File: src/rtl/add_pkg.sv
// Shared definitions for the chunked pipelined adder/subtractor.
// Holds the default geometry, the stage-count helper and the per-stage
// pipeline record. Record fields are sized for the widest supported
// operand; each instance uses only the low WIDTH bits.
package add_pkg;

  localparam int unsigned WIDTH_DEF   = 32;
  localparam int unsigned CHUNK_DEF   = 8;
  localparam int unsigned STAGE_W_MAX = 128;

  // One pipeline stage: valid, carry into the next slice, result slices
  // resolved so far, and the operand slices still waiting for their stage.
  typedef struct packed {
    logic                   valid;
    logic                   carry;
    logic [STAGE_W_MAX-1:0] sum;
    logic [STAGE_W_MAX-1:0] a;
    logic [STAGE_W_MAX-1:0] b;
  } stage_t;

  function automatic int unsigned stages_of(input int unsigned width,
                                            input int unsigned chunk);
    return width / chunk;
  endfunction

endpackage

File: src/rtl/add_chunk.sv
// Combinational CHUNK-bit ripple-carry adder slice.
// Ports: a, b   - operand slices
//        cin    - carry into the slice LSB
//        s      - sum slice
//        cout   - carry out of the slice MSB
//        a_msb, b_msb - slice MSB operand bits (for signed overflow)
module add_chunk #(
  parameter int unsigned CHUNK = 8
) (
  input  logic [CHUNK-1:0] a,
  input  logic [CHUNK-1:0] b,
  input  logic             cin,
  output logic [CHUNK-1:0] s,
  output logic             cout,
  output logic             a_msb,
  output logic             b_msb
);

  // Bit-serial ripple: each bit consumes the carry of the bit below.
  always_comb begin : ripple
    logic c;
    c = cin;
    s = '0;
    for (int i = 0; i < int'(CHUNK); i++) begin
      s[i] = a[i] ^ b[i] ^ c;
      c    = (a[i] & b[i]) | (c & (a[i] ^ b[i]));
    end
    cout = c;
  end

  assign a_msb = a[CHUNK-1];
  assign b_msb = b[CHUNK-1];

endmodule

File: src/rtl/add_pipe.sv
// Pipelined adder/subtractor: one CHUNK-bit ripple slice per stage, carry
// registered between stages, valid/ready handshake with global stall.
// Optional flags: define ADD_PIPE_FLAGS_EN to compute ovf/zero; otherwise
// they are tied low.
// Ports: clk, rst (sync, active-high)
//        in_valid/in_ready, a, b, sub, cin      - operand beat
//        out_valid/out_ready, sum, cout, ovf, zero - result beat
module add_pipe
  import add_pkg::*;
#(
  parameter int unsigned WIDTH = WIDTH_DEF,
  parameter int unsigned CHUNK = CHUNK_DEF
) (
  input  logic             clk,
  input  logic             rst,
  input  logic             in_valid,
  output logic             in_ready,
  input  logic [WIDTH-1:0] a,
  input  logic [WIDTH-1:0] b,
  input  logic             sub,
  input  logic             cin,
  output logic             out_valid,
  input  logic             out_ready,
  output logic [WIDTH-1:0] sum,
  output logic             cout,
  output logic             ovf,
  output logic             zero
);

  localparam int unsigned STAGES = stages_of(WIDTH, CHUNK);
  localparam int unsigned LAST   = STAGES - 1;

  if ((WIDTH % CHUNK) != 0 || WIDTH > STAGE_W_MAX) begin : g_bad_cfg
    $error("add_pipe: WIDTH must be a multiple of CHUNK and at most STAGE_W_MAX");
  end

  stage_t           src    [STAGES];
  stage_t           nxt    [STAGES];
  stage_t           rec    [STAGES];
  logic [CHUNK-1:0] s_arr  [STAGES];
  logic             co_arr [STAGES];
  logic             am_arr [STAGES];
  logic             bm_arr [STAGES];
  logic             adv;

  // Whole pipeline moves when the output slot is free or being drained.
  assign adv      = !out_valid || out_ready;
  assign in_ready = adv;

  // Stage inputs: stage 0 takes prepared operands (zeroed for bubbles so
  // an idle pipe presents sum = 0), later stages take the previous register.
  always_comb begin
    for (int k = 0; k < int'(STAGES); k++) begin
      src[k] = '0;
    end
    src[0].valid = in_valid;
    if (in_valid) begin
      src[0].carry = sub | cin;
      src[0].a     = STAGE_W_MAX'(a);
      src[0].b     = STAGE_W_MAX'(sub ? ~b : b);
    end
    for (int k = 1; k < int'(STAGES); k++) begin
      src[k] = rec[k-1];
    end
  end

  for (genvar k = 0; k < int'(STAGES); k++) begin : g_stage
    add_chunk #(.CHUNK(CHUNK)) u_chunk (
      .a     (src[k].a[k*CHUNK +: CHUNK]),
      .b     (src[k].b[k*CHUNK +: CHUNK]),
      .cin   (src[k].carry),
      .s     (s_arr[k]),
      .cout  (co_arr[k]),
      .a_msb (am_arr[k]),
      .b_msb (bm_arr[k])
    );
  end

  // Merge each stage's resolved slice and carry into its record.
  always_comb begin
    for (int k = 0; k < int'(STAGES); k++) begin
      nxt[k]                       = src[k];
      nxt[k].sum[k*CHUNK +: CHUNK] = s_arr[k];
      nxt[k].carry                 = co_arr[k];
    end
  end

  always_ff @(posedge clk) begin
    if (rst) begin
      for (int k = 0; k < int'(STAGES); k++) begin
        rec[k] <= '0;
      end
    end else if (adv) begin
      for (int k = 0; k < int'(STAGES); k++) begin
        rec[k] <= nxt[k];
      end
    end
  end

  // The last record doubles as the output register.
  assign out_valid = rec[LAST].valid;
  assign sum       = rec[LAST].sum[WIDTH-1:0];
  assign cout      = rec[LAST].carry;

`ifdef ADD_PIPE_FLAGS_EN
  logic ovf_q;
  logic zero_q;

  // Flags come from the MSB stage, registered alongside the final sum.
  always_ff @(posedge clk) begin
    if (rst) begin
      ovf_q  <= 1'b0;
      zero_q <= 1'b0;
    end else if (adv) begin
      ovf_q  <= nxt[LAST].valid && (am_arr[LAST] == bm_arr[LAST]) &&
                (s_arr[LAST][CHUNK-1] != am_arr[LAST]);
      zero_q <= nxt[LAST].valid && (nxt[LAST].sum[WIDTH-1:0] == '0);
    end
  end

  assign ovf  = ovf_q;
  assign zero = zero_q;
`else
  logic flags_unused;
  assign flags_unused = am_arr[LAST] ^ bm_arr[LAST];
  assign ovf  = 1'b0;
  assign zero = 1'b0;
`endif

endmodule

File: config.mk
export PLATFORM = sky130hd
export DESIGN_NAME = add_pipe
export DESIGN_NICKNAME = d
export VERILOG_FILES = /design/src/rtl/add_pkg.sv /design/src/rtl/add_chunk.sv /design/src/rtl/add_pipe.sv
export SDC_FILE = /design/constraint.sdc
export NUM_CORES = 1
export LEC_CHECK = 0
export BUFFER_PORTS_ARGS = -buffer_cell sky130_fd_sc_hd__buf_2
export CAP_MARGIN = 20
export CORE_UTILIZATION = 55
export CTS_BUF_LIST = sky130_fd_sc_hd__clkbuf_8
export DETAILED_ROUTE_END_ITERATION = 7
export GPL_TIMING_DRIVEN = 0
export PLACE_DENSITY = 0.76
export SYNTH_ARGS = -nofsm -noshare
export SYNTH_HDL_FRONTEND = slang
export SYNTH_SLANG_ARGS = --single-unit
File: constraint.sdc
create_clock -name clk -period 9 [get_ports clk]
set_clock_uncertainty 0.1 [all_clocks]
set_input_delay 0.45 -clock clk [delete_from_list [all_inputs] [get_ports clk]]
set_output_delay 0.45 -clock clk [all_outputs]
set_load 0.1 [all_outputs]
==> impl_metrics.ini, run 1 <==
[status]
status = finished, final reports clean

[global_routing]
grt_usage_pct = 19.4
grt-ovfl-total = 0
antenna_found_initial = 0
grt_max_degree = 66
grt_pass1_wl_um = 23900
grt_pass1_vias = 4574

[setup_path]
cp_data_required_time_ns = 9.21
worstPathMaxFanout = 10
rrSetupSlack_ns = 4.59
worstSetupPathType = input port to flop
end_kind = flop
crit_path_start_kind = input port
cp.arrival_ns = 4.86

[clock_network]
clk_pin_slew_ns = 0.09
clockRootBuffer = clkbuf_8
cts_setup_buffers = 0
cts_buffers = 17
cts_sinks = 184
h-tree-depth = 4
cts_buffer_depth = 2
cts_tree = built
clk_latency_ns = 0.46
cts_hold_buf = 0
cts_resized = 0

[placement]
io_buffer_count = 103
hpwl_um = 10800
post-place-ws_ns = 3.83
post_dp_cell_area_um2 = 9830
gp_congestion = 0.783
dpl.cell_count = 847

[cells_and_area]
largest_reg_flops = 184
nNetsFinal = 752
layout-drive-gt1-share_pct = 47.2
top_register = rec
diodes = 0
reg_top3 = rec: 184 flops
finalInstanceArea_um2 = 10200
final_cells = 879
synthToLayoutAreaGrowth_pct = 13.9

[power]
p_per_area_nw_per_um2 = 172
power.leakage_uw = 0.00417
ir_drop_mv = 0.0985

[logic_synthesis]
ys_ff_latch = 184
synthMostInstantiatedCell = edfxtp_1
yosysSeqAreaShare_pct = 61.6
synthesis.area_um2 = 8980
synth_edf_count = 184
post-synth-top-area-fraction_pct = 61.6
synth_cell_types = 21
synth_common_cells = edfxtp_1, nor3b_2, fa_1
synthCells = 525
synth_area_leaders = edfxtp_1, nor3b_2, fa_1, buf_6, xnor2_1
async_reset_ff_share_pct = 0
yosysTopAreaCell = edfxtp_1
yosys_warnings = 0
synth_area_per_cell_um2 = 17.1
synthFlopType = edfxtp_1

[timing]
finalHoldViolations = 0
fmax_mhz = 215
setup_ws_ns = 4.35
drv_slew = 0
finalCritPeriodShare_pct = 51.7
setup_violations = 0
rsz0062_at_grt = false
fin_crit_ns = 4.65
slew-limit-headroom_pct = 41.0
max_slew.worst_pin.slew_ns = 0.884
tns_ns = 0

[route]
drcViolationCount = 0
vias_per_cell = 5.03
avgRoutedWirePerCell_um = 17.0
drt_iter0_drc = 303
drtPass1Iterations = 4
ant_nets = 0
num_vias = 4419
drt_wl_total_um = 14900

[floorplanning]
fp.coreArea_um2 = 15900
start_util_pct = 56.5
die_w_um = 130
dieArea_um2 = 16800
fp-row-count = 46
ios = 107
die_h_um = 130

[worst_hold_path]
min_path_type = input port to flop

[job]
cap_violations = 0
-- placed cells by master (no fill, tap or decap) --
cell        instances
inv_6               1
buf_4               6
nor2b_1             1
nand2b_2            1
clkinv_2            2
nor3b_1            24
clkinvlp_4          5
buf_16              2
inv_1              26
bufinv_16           3
clkbuf_8           17
xor2_1              8
nor3b_2           123
xnor2_1            24
nand2b_4            1
nor3_1             27
o21ai_0             1
edfxtp_1          184
buf_6              19
and2_1             12
nand2_1             4
buf_2             124
nor2_1              1
clkbuf_1            2
fa_1               32
clkinv_1            2
conb_1              2
nor3_2              9
-- cells by family (layout without fill, tap and decap cells) --
| group | after synthesis | after routing | synth area share (%) |
|---|---|---|---|
| AOI/OAI and AO/OA | 1 | 1 | 0.0557 |
| xor gates and xnor gates | 32 | 32 | 3.12 |
| adders and majority gates | 32 | 32 | 7.14 |
| buffers and inverters | 72 | 209 | 5.14 |
| DFF | 184 | 184 | 61.6 |
| other | 1 | 2 | 0.0418 |
| and+or+nand+nor | 203 | 203 | 22.9 |
-- power breakdown --
| part | internal, uW | switching, uW |
|---|---|---|
| combinational | 77.6 | 129 |
| clock | 270 | 285 |
| sequential | 988 | 13.6 |
-- path summary, 6_finish.rpt --
kind                                  start                        end  cells after the start
setup / recovery                        sub  rec[0][263]$_SDFFCE_PN0P_                     14
hold reg to reg   rec[0][150]$_SDFFCE_PN0P_  rec[1][150]$_SDFFCE_PN0P_                      1
setup reg to reg  rec[1][384]$_SDFFCE_PN0P_  rec[2][279]$_SDFFCE_PN0P_                     12
hold / removal                        a[21]  rec[0][149]$_SDFFCE_PN0P_                      2
-- layout make-up --
type	instances	area, um2
Sequential cell	184	5530
Fill cell	1166	5660
Buffer	48	372
Inverter	24	90.1
Timing Repair Buffer	105	571
Multi-Input combinational cell	270	3000
Clock buffer	17	234
Tap cell	216	270
Clock inverter	15	161
-- stage by stage --
stage	hold slack [ns]	power, uW	utilization, %
after detailed placement	0.449	1230	61.9
after global placement	0.442	1220	61.5
after floorplan	0.437	1170	-
after global routing	0.240	1820	64.4
final	0.239	1760	64.4
after CTS	0.217	1780	64.4
-- layer usage --
metal	up-vias	GRT usage [%]	share of wire [%]
li1	2138	-	-
met1	2128	26.5	45
met2	140	30.6	48
met3	13	4.55	5.4
met4	0	7.25	1.2
met5	-	0	0
-- critical path: stages --
cell and delay, ns:
buf_4 0.14, buf_4 0.19, o21ai_0 0.31, fa_1 0.26
inv_1 0.08, fa_1 0.46, fa_1 0.47, fa_1 0.46
fa_1 0.47, fa_1 0.46, fa_1 0.42, inv_1 0.09
fa_1 0.42, nor3_1 0.18
Note: power is estimated with default switching activity, not from simulation.
==> run 2, diff against run 1 <==
- PLACE_DENSITY: 0.76 -> 0.79
- clock period: 9 -> 3.8 ns (I/O delays scaled with it)
==> run 2 against run 1 <==
  * Global-route usage up 0.73 points
  * Non-clock buffer count rose by 36
  * Clock-buffer cell count did not move
  * Final area grew 4.2%
  * Setup slack worse by 4.3 ns
  * Routed wire length increased by 4.9%
  * Combinational power increased to 2.6 times the previous value
  * Register-to-register slack got worse by 4.6 ns
  * Worst hold slack got worse by 0.22 ns
  * Sequential share of layout area shrank 2.2 points
  * Flip-flop and latch count is the same
  * Critical path type is now flop to flop
  * Critical endpoint is now rec[3][287]$_SDFFCE_PN0P_
  * Largest power group unchanged
  * Highest routed layer unchanged
==> impl_metrics.ini, run 2 (synthesis gave the netlist of run 1 again) <==
[status]
status = finished, final reports clean

[timing]
max_slew.worst_pin.slew_ns = 0.511
slew-limit-headroom_pct = 66.0
drv_slew = 0
finalCritPeriodShare_pct = 99.8
finalHoldViolations = 0
fin_crit_ns = 3.79
rsz0062_at_grt = true
setup_violations = 0
fmax_mhz = 264
setup_ws_ns = 0.00633

[global_routing]
grt-ovfl-total = 0
grt_max_degree = 79
grt_pass1_vias = 4698
antenna_found_initial = 0
grt_usage_pct = 20.2
grt_pass1_wl_um = 24500

[clock_network]
cts_buffer_depth = 2
clockRootBuffer = clkbuf_8
clk_latency_ns = 0.47
clk_pin_slew_ns = 0.09
cts_buffers = 17
cts_setup_buffers = 0
cts_tree = built
cts_sinks = 184
h-tree-depth = 4

[setup_path]
critPathTopFamily = adder cells
end_kind = flop
crit_slowest_cell = edfxtp_1
crit_chain = fa_2, inv_2, fa_2, inv_2, fa_2, fa_2, fa_2, fa_2, fa_2, inv_2, fa_1, nor3_2
cp_data_required_time_ns = 4.02
path_buf_inv = 3
crit_top_cell = fa_2
cp.arrival_ns = 4.01
worstSetupPathType = flop to flop
worstPathMaxFanout = 1
max_stage_delay_ns = 0.43
crit_path_start_kind = flop

[worst_hold_path]
min_path_type = input port to flop

[cells_and_area]
final_common_cell = edfxtp_1
post-route-util_pct = 67.1
layout_common_cells = edfxtp_1, buf_2, nor3b_2
layout-drive-gt1-share_pct = 50.4
fillers = 1105
nNetsFinal = 788
reg_top3 = rec: 184 flops
diodes = 0
largest_reg_flops = 184
top_register = rec
synthToLayoutAreaGrowth_pct = 18.7

[power]
seqPwrFrac_pct = 56.6
ir_drop_mv = 0.264
p_per_area_nw_per_um2 = 394
power.internal_uw = 3140
power.leakage_uw = 0.00428
clkPwrFrac_pct = 30.7
combPwrFrac_pct = 12.6
swShare_pct = 25.2
p_sw_uw = 1060

[route]
vias_per_cell = 5.04
drt_iter0_drc = 307
route.met2.wl_um = 7760
ant_nets = 0
num_vias = 4613
drtPass1Iterations = 4
top_layer_used = met4
met3WireLength_um = 683
drt_wl_total_um = 15600
drcViolationCount = 0
met1_length_um = 6930
avgRoutedWirePerCell_um = 17.1

[placement]
post-place-ws_ns = -0.255
io_buffer_count = 103
hpwl_um = 10900
gp_congestion = 0.819

[floorplanning]
die_w_um = 130
die_h_um = 130
fp.coreArea_um2 = 15900
ios = 107
dieArea_um2 = 16800
start_util_pct = 56.5
fp-row-count = 46

[job]
cap_violations = 0
run 2: cell count changes in the layout (fill, tap and decap cells not counted), moves of 3 or more:
cell,previous run,this run
inv_1,26,15
inv_6,1,4
fa_2,0,26
fa_1,32,6
dlygate4sd3_1,0,36
inv_2,0,9
run 2: layout make-up:
| class | instances | area, um2 | share of cell area, % |
|---|---|---|---|
| clock inverter | 15 | 149 | 1.40 |
| sequential | 184 | 5530 | 51.9 |
| clock buffer | 17 | 234 | 2.20 |
| tap | 216 | 270 | 2.54 |
| timing repair buffer | 141 | 931 | 8.74 |
| multi-input combinational | 270 | 3080 | 28.9 |
| buffer | 48 | 379 | 3.56 |
| inverter | 24 | 90.1 | 0.846 |
run 2: per-layer routing:
| layer | track usage (%) | vias to the layer above |
|---|---|---|
| li1 | - | 2212 |
| met1 | 27.1 | 2240 |
| met2 | 32.7 | 139 |
| met3 | 4.02 | 22 |
| met4 | 7.80 | 0 |
| met5 | 0 | - |
run 2: repair_timing:
item | 4_1_cts | 5_1_grt
hold buffers | 35 | 1
resized for setup | 14 | 3
pin swaps | 18 | 5
hold endpoints to repair | 35 | 1
setup endpoints to repair | 4 | 3
run 2: stage by stage:
step                cells  power (uW)  cell area, um2  hold WS, ns  TNS (ns)
floorplan             526        2780            9040        0.344         0
global placement      845        2900            9830        0.441    -0.642
detailed placement    847        2920            9880        0.449    -0.792
CTS                   914        4200           10600    0.0000765   -0.0855
global route          915        4320           10700      0.00188    -0.303
finish                915        4190           10700       0.0163         0
run 2: power by group through the flow:
stage / Clock [uW] / Sequential, uW / Combinational [uW]
global placement: 0 / 2420 / 484
floorplan: 0 / 2530 / 250
detailed placement: 0 / 2420 / 497
finish: 1290 / 2380 / 529
CTS: 1300 / 2380 / 530
global route: 1360 / 2390 / 566
run 2: path summary, 6_finish.rpt:
path	start	to	slack (ns)	cells past startpoint
setup / recovery	rec[2][152]$_SDFFCE_PN0P_	rec[3][287]$_SDFFCE_PN0P_	0.006	12
hold / removal	b[19]	rec[0][19]$_SDFFCE_PN0P_	0.02	3
setup reg to reg	rec[2][152]$_SDFFCE_PN0P_	rec[3][287]$_SDFFCE_PN0P_	0.006	12
hold reg to reg	rec[1][30]$_SDFFCE_PN0P_	rec[2][30]$_SDFFCE_PN0P_	0.47	1
run 2: worst reg2reg max path, stage by stage, from the launching register on:
cell and delay, ns:
edfxtp_1 0.43, fa_2 0.40, inv_2 0.06, fa_2 0.19, inv_2 0.04, fa_2 0.33, fa_2 0.35, fa_2 0.36
fa_2 0.36, fa_2 0.35, inv_2 0.07, fa_1 0.43, nor3_2 0.18
==> run 3, diff against run 2 <==
- SETUP_SLACK_MARGIN: unset -> 0.5
==> run 3 against run 2 <==
  * Critical path type unchanged
  * Setup slack gained 0.051 ns
  * Sequential share of layout area increased by 0.17 points
  * Total power decreased by 0.58%
  * Worst hold slack improved by 0.013 ns
  * Die area did not move
  * Sequential power is essentially flat
  * First-iteration DRC count up 15%
==> impl_metrics.ini, run 3 (synthesis gave the netlist of run 1 again) <==
[setup_path]
rr_worst_depth = 12
worst-path-stages = 12
crit_path_start = rec[0][136]$_SDFFCE_PN0P_
rrSetupSlack_ns = 0.06
cp.arrival_ns = 3.94
crit_path_start_kind = flop
path_buf_inv = 3
cp_data_required_time_ns = 4.00
worstSetupPathType = flop to flop
reg2reg_from = rec[0][136]$_SDFFCE_PN0P_
r2r_end = rec[1][271]$_SDFFCE_PN0P_
worstPathMaxFanout = 1
critPathTopFamily = adder cells
max_stage_delay_ns = 0.42
end_kind = flop
crit_chain = fa_2, inv_2, fa_2, inv_2, fa_2, fa_2, fa_2, fa_2, fa_2, inv_2, fa_1, nor3_2
crit_slowest_cell = edfxtp_1
crit_end = rec[1][271]$_SDFFCE_PN0P_
crit_top_cell = fa_2

[status]
status = finished, final reports clean

[route]
num_vias = 4564
ant_nets = 0
avgRoutedWirePerCell_um = 16.7
drtPass1Iterations = 4
drcViolationCount = 0
drt_iter0_drc = 353
vias_per_cell = 5.02
drt_wl_total_um = 15200

[timing]
drv_slew = 0
fmax_mhz = 267
rsz0062_at_grt = true
tns_ns = 0
slew-limit-headroom_pct = 42.3
finalHoldViolations = 0
fin_crit_ns = 3.74
setup_violations = 0
max_slew.worst_pin.slew_ns = 0.865
finalCritPeriodShare_pct = 98.5

[cells_and_area]
diodes = 0
post-route-util_pct = 66.8
largest_reg_flops = 184
final_cells = 909
reg_top3 = rec: 184 flops
multi_input_area_um2 = 3090
fillers = 1143
synthToLayoutAreaGrowth_pct = 18.3
layout-drive-gt1-share_pct = 50.4
finalInstanceArea_um2 = 10600
layout_common_cells = edfxtp_1, buf_2, nor3b_2
top_register = rec
final_common_cell = edfxtp_1
regArea_um2 = 5530
nNetsFinal = 783

[global_routing]
grt_pass1_wl_um = 24400
grt-ovfl-total = 0
grt_usage_pct = 19.9
grt_max_degree = 73
antenna_found_initial = 0
grt_pass1_vias = 4680

[clock_network]
cts_tree = built
cts_buffers = 17
clk_pin_slew_ns = 0.09
h-tree-depth = 4
cts_buffer_depth = 2
cts_setup_buffers = 0
cts_sinks = 184
clockRootBuffer = clkbuf_8
clk_latency_ns = 0.45

[placement]
io_buffer_count = 103
dpl.cell_count = 847
gp_congestion = 0.839
post_dp_cell_area_um2 = 9910
hpwl_um = 10600

[power]
power.leakage_uw = 0.00427
power.internal_uw = 3180
p_per_area_nw_per_um2 = 393
power_uw = 4170
swShare_pct = 23.7
clkPwrFrac_pct = 30.4
ir_drop_mv = 0.232
seqPwrFrac_pct = 57.0
p_sw_uw = 989
combPwrFrac_pct = 12.6

[floorplanning]
dieArea_um2 = 16800
fp.coreArea_um2 = 15900
ios = 107
die_h_um = 130
die_w_um = 130
fp-row-count = 46
start_util_pct = 56.5

[worst_hold_path]
min_path_cells = 2
min_path_type = input port to flop

[job]
cap_violations = 0
==> run 3: cell types whose count changed in the layout (fill, tap and decap cells not counted), moves of 3 or more <==
cell           change
clkinv_1           +4
clkinvlp_4         -3
dlygate4sd3_1      -5
inv_6              -4
==> run 3: power by group through the flow <==
stage | sequential, uW | clock (uW) | combinational (uW)
after floorplan | 2530 | 0 | 252
after global placement | 2420 | 0 | 484
after detailed placement | 2420 | 0 | 494
after CTS | 2380 | 1290 | 524
after global routing | 2390 | 1350 | 563
final | 2380 | 1270 | 524
==> run 3: layer usage <==
metal	track usage [%]	up-vias	part of all wire, %
met3	3.32	25	5.3
met4	9.37	0	2.5
met5	0	-	0
li1	-	2204	-
met1	27.5	2180	45
met2	31.0	155	47
==> run 3: worst min path at each step <==
stage	from	to
global route	b[18]	rec[0][18]$_SDFFCE_PN0P_
CTS	b[24]	rec[0][24]$_SDFFCE_PN0P_
floorplan	b[10]	rec[0][10]$_SDFFCE_PN0P_
global placement	rec[1][385]$_SDFFCE_PN0P_	rec[2][385]$_SDFFCE_PN0P_
finish	a[8]	rec[0][136]$_SDFFCE_PN0P_
detailed placement	a[27]	rec[0][155]$_SDFFCE_PN0P_
==> run 3: repair_timing <==
item,CTS,global route
hold buffers,31,0
endpoints found under the setup margin,10,10
resized for setup,3,4
endpoints found under the hold margin,31,0
==> run 3: layout make-up <==
cell class                      count  area share (%)
Timing Repair Buffer              136            8.30
Inverter                           24           0.848
Clock inverter                     14            1.32
Multi-Input combinational cell    270            29.1
Clock buffer                       17            2.20
Buffer                             48            3.65
Sequential cell                   184            52.0
Tap cell                          216            2.55
==> run 3: per-stage QoR <==
stage	hold slack, ns	worst slack, ns
2_1_floorplan	0.344	0.103
3_3_place_gp	0.442	-0.0516
3_5_place_dp	0.452	-0.0932
4_1_cts	0.0000503	0.0514
5_1_grt	0.00989	-0.0702
6_report	0.0295	0.0576
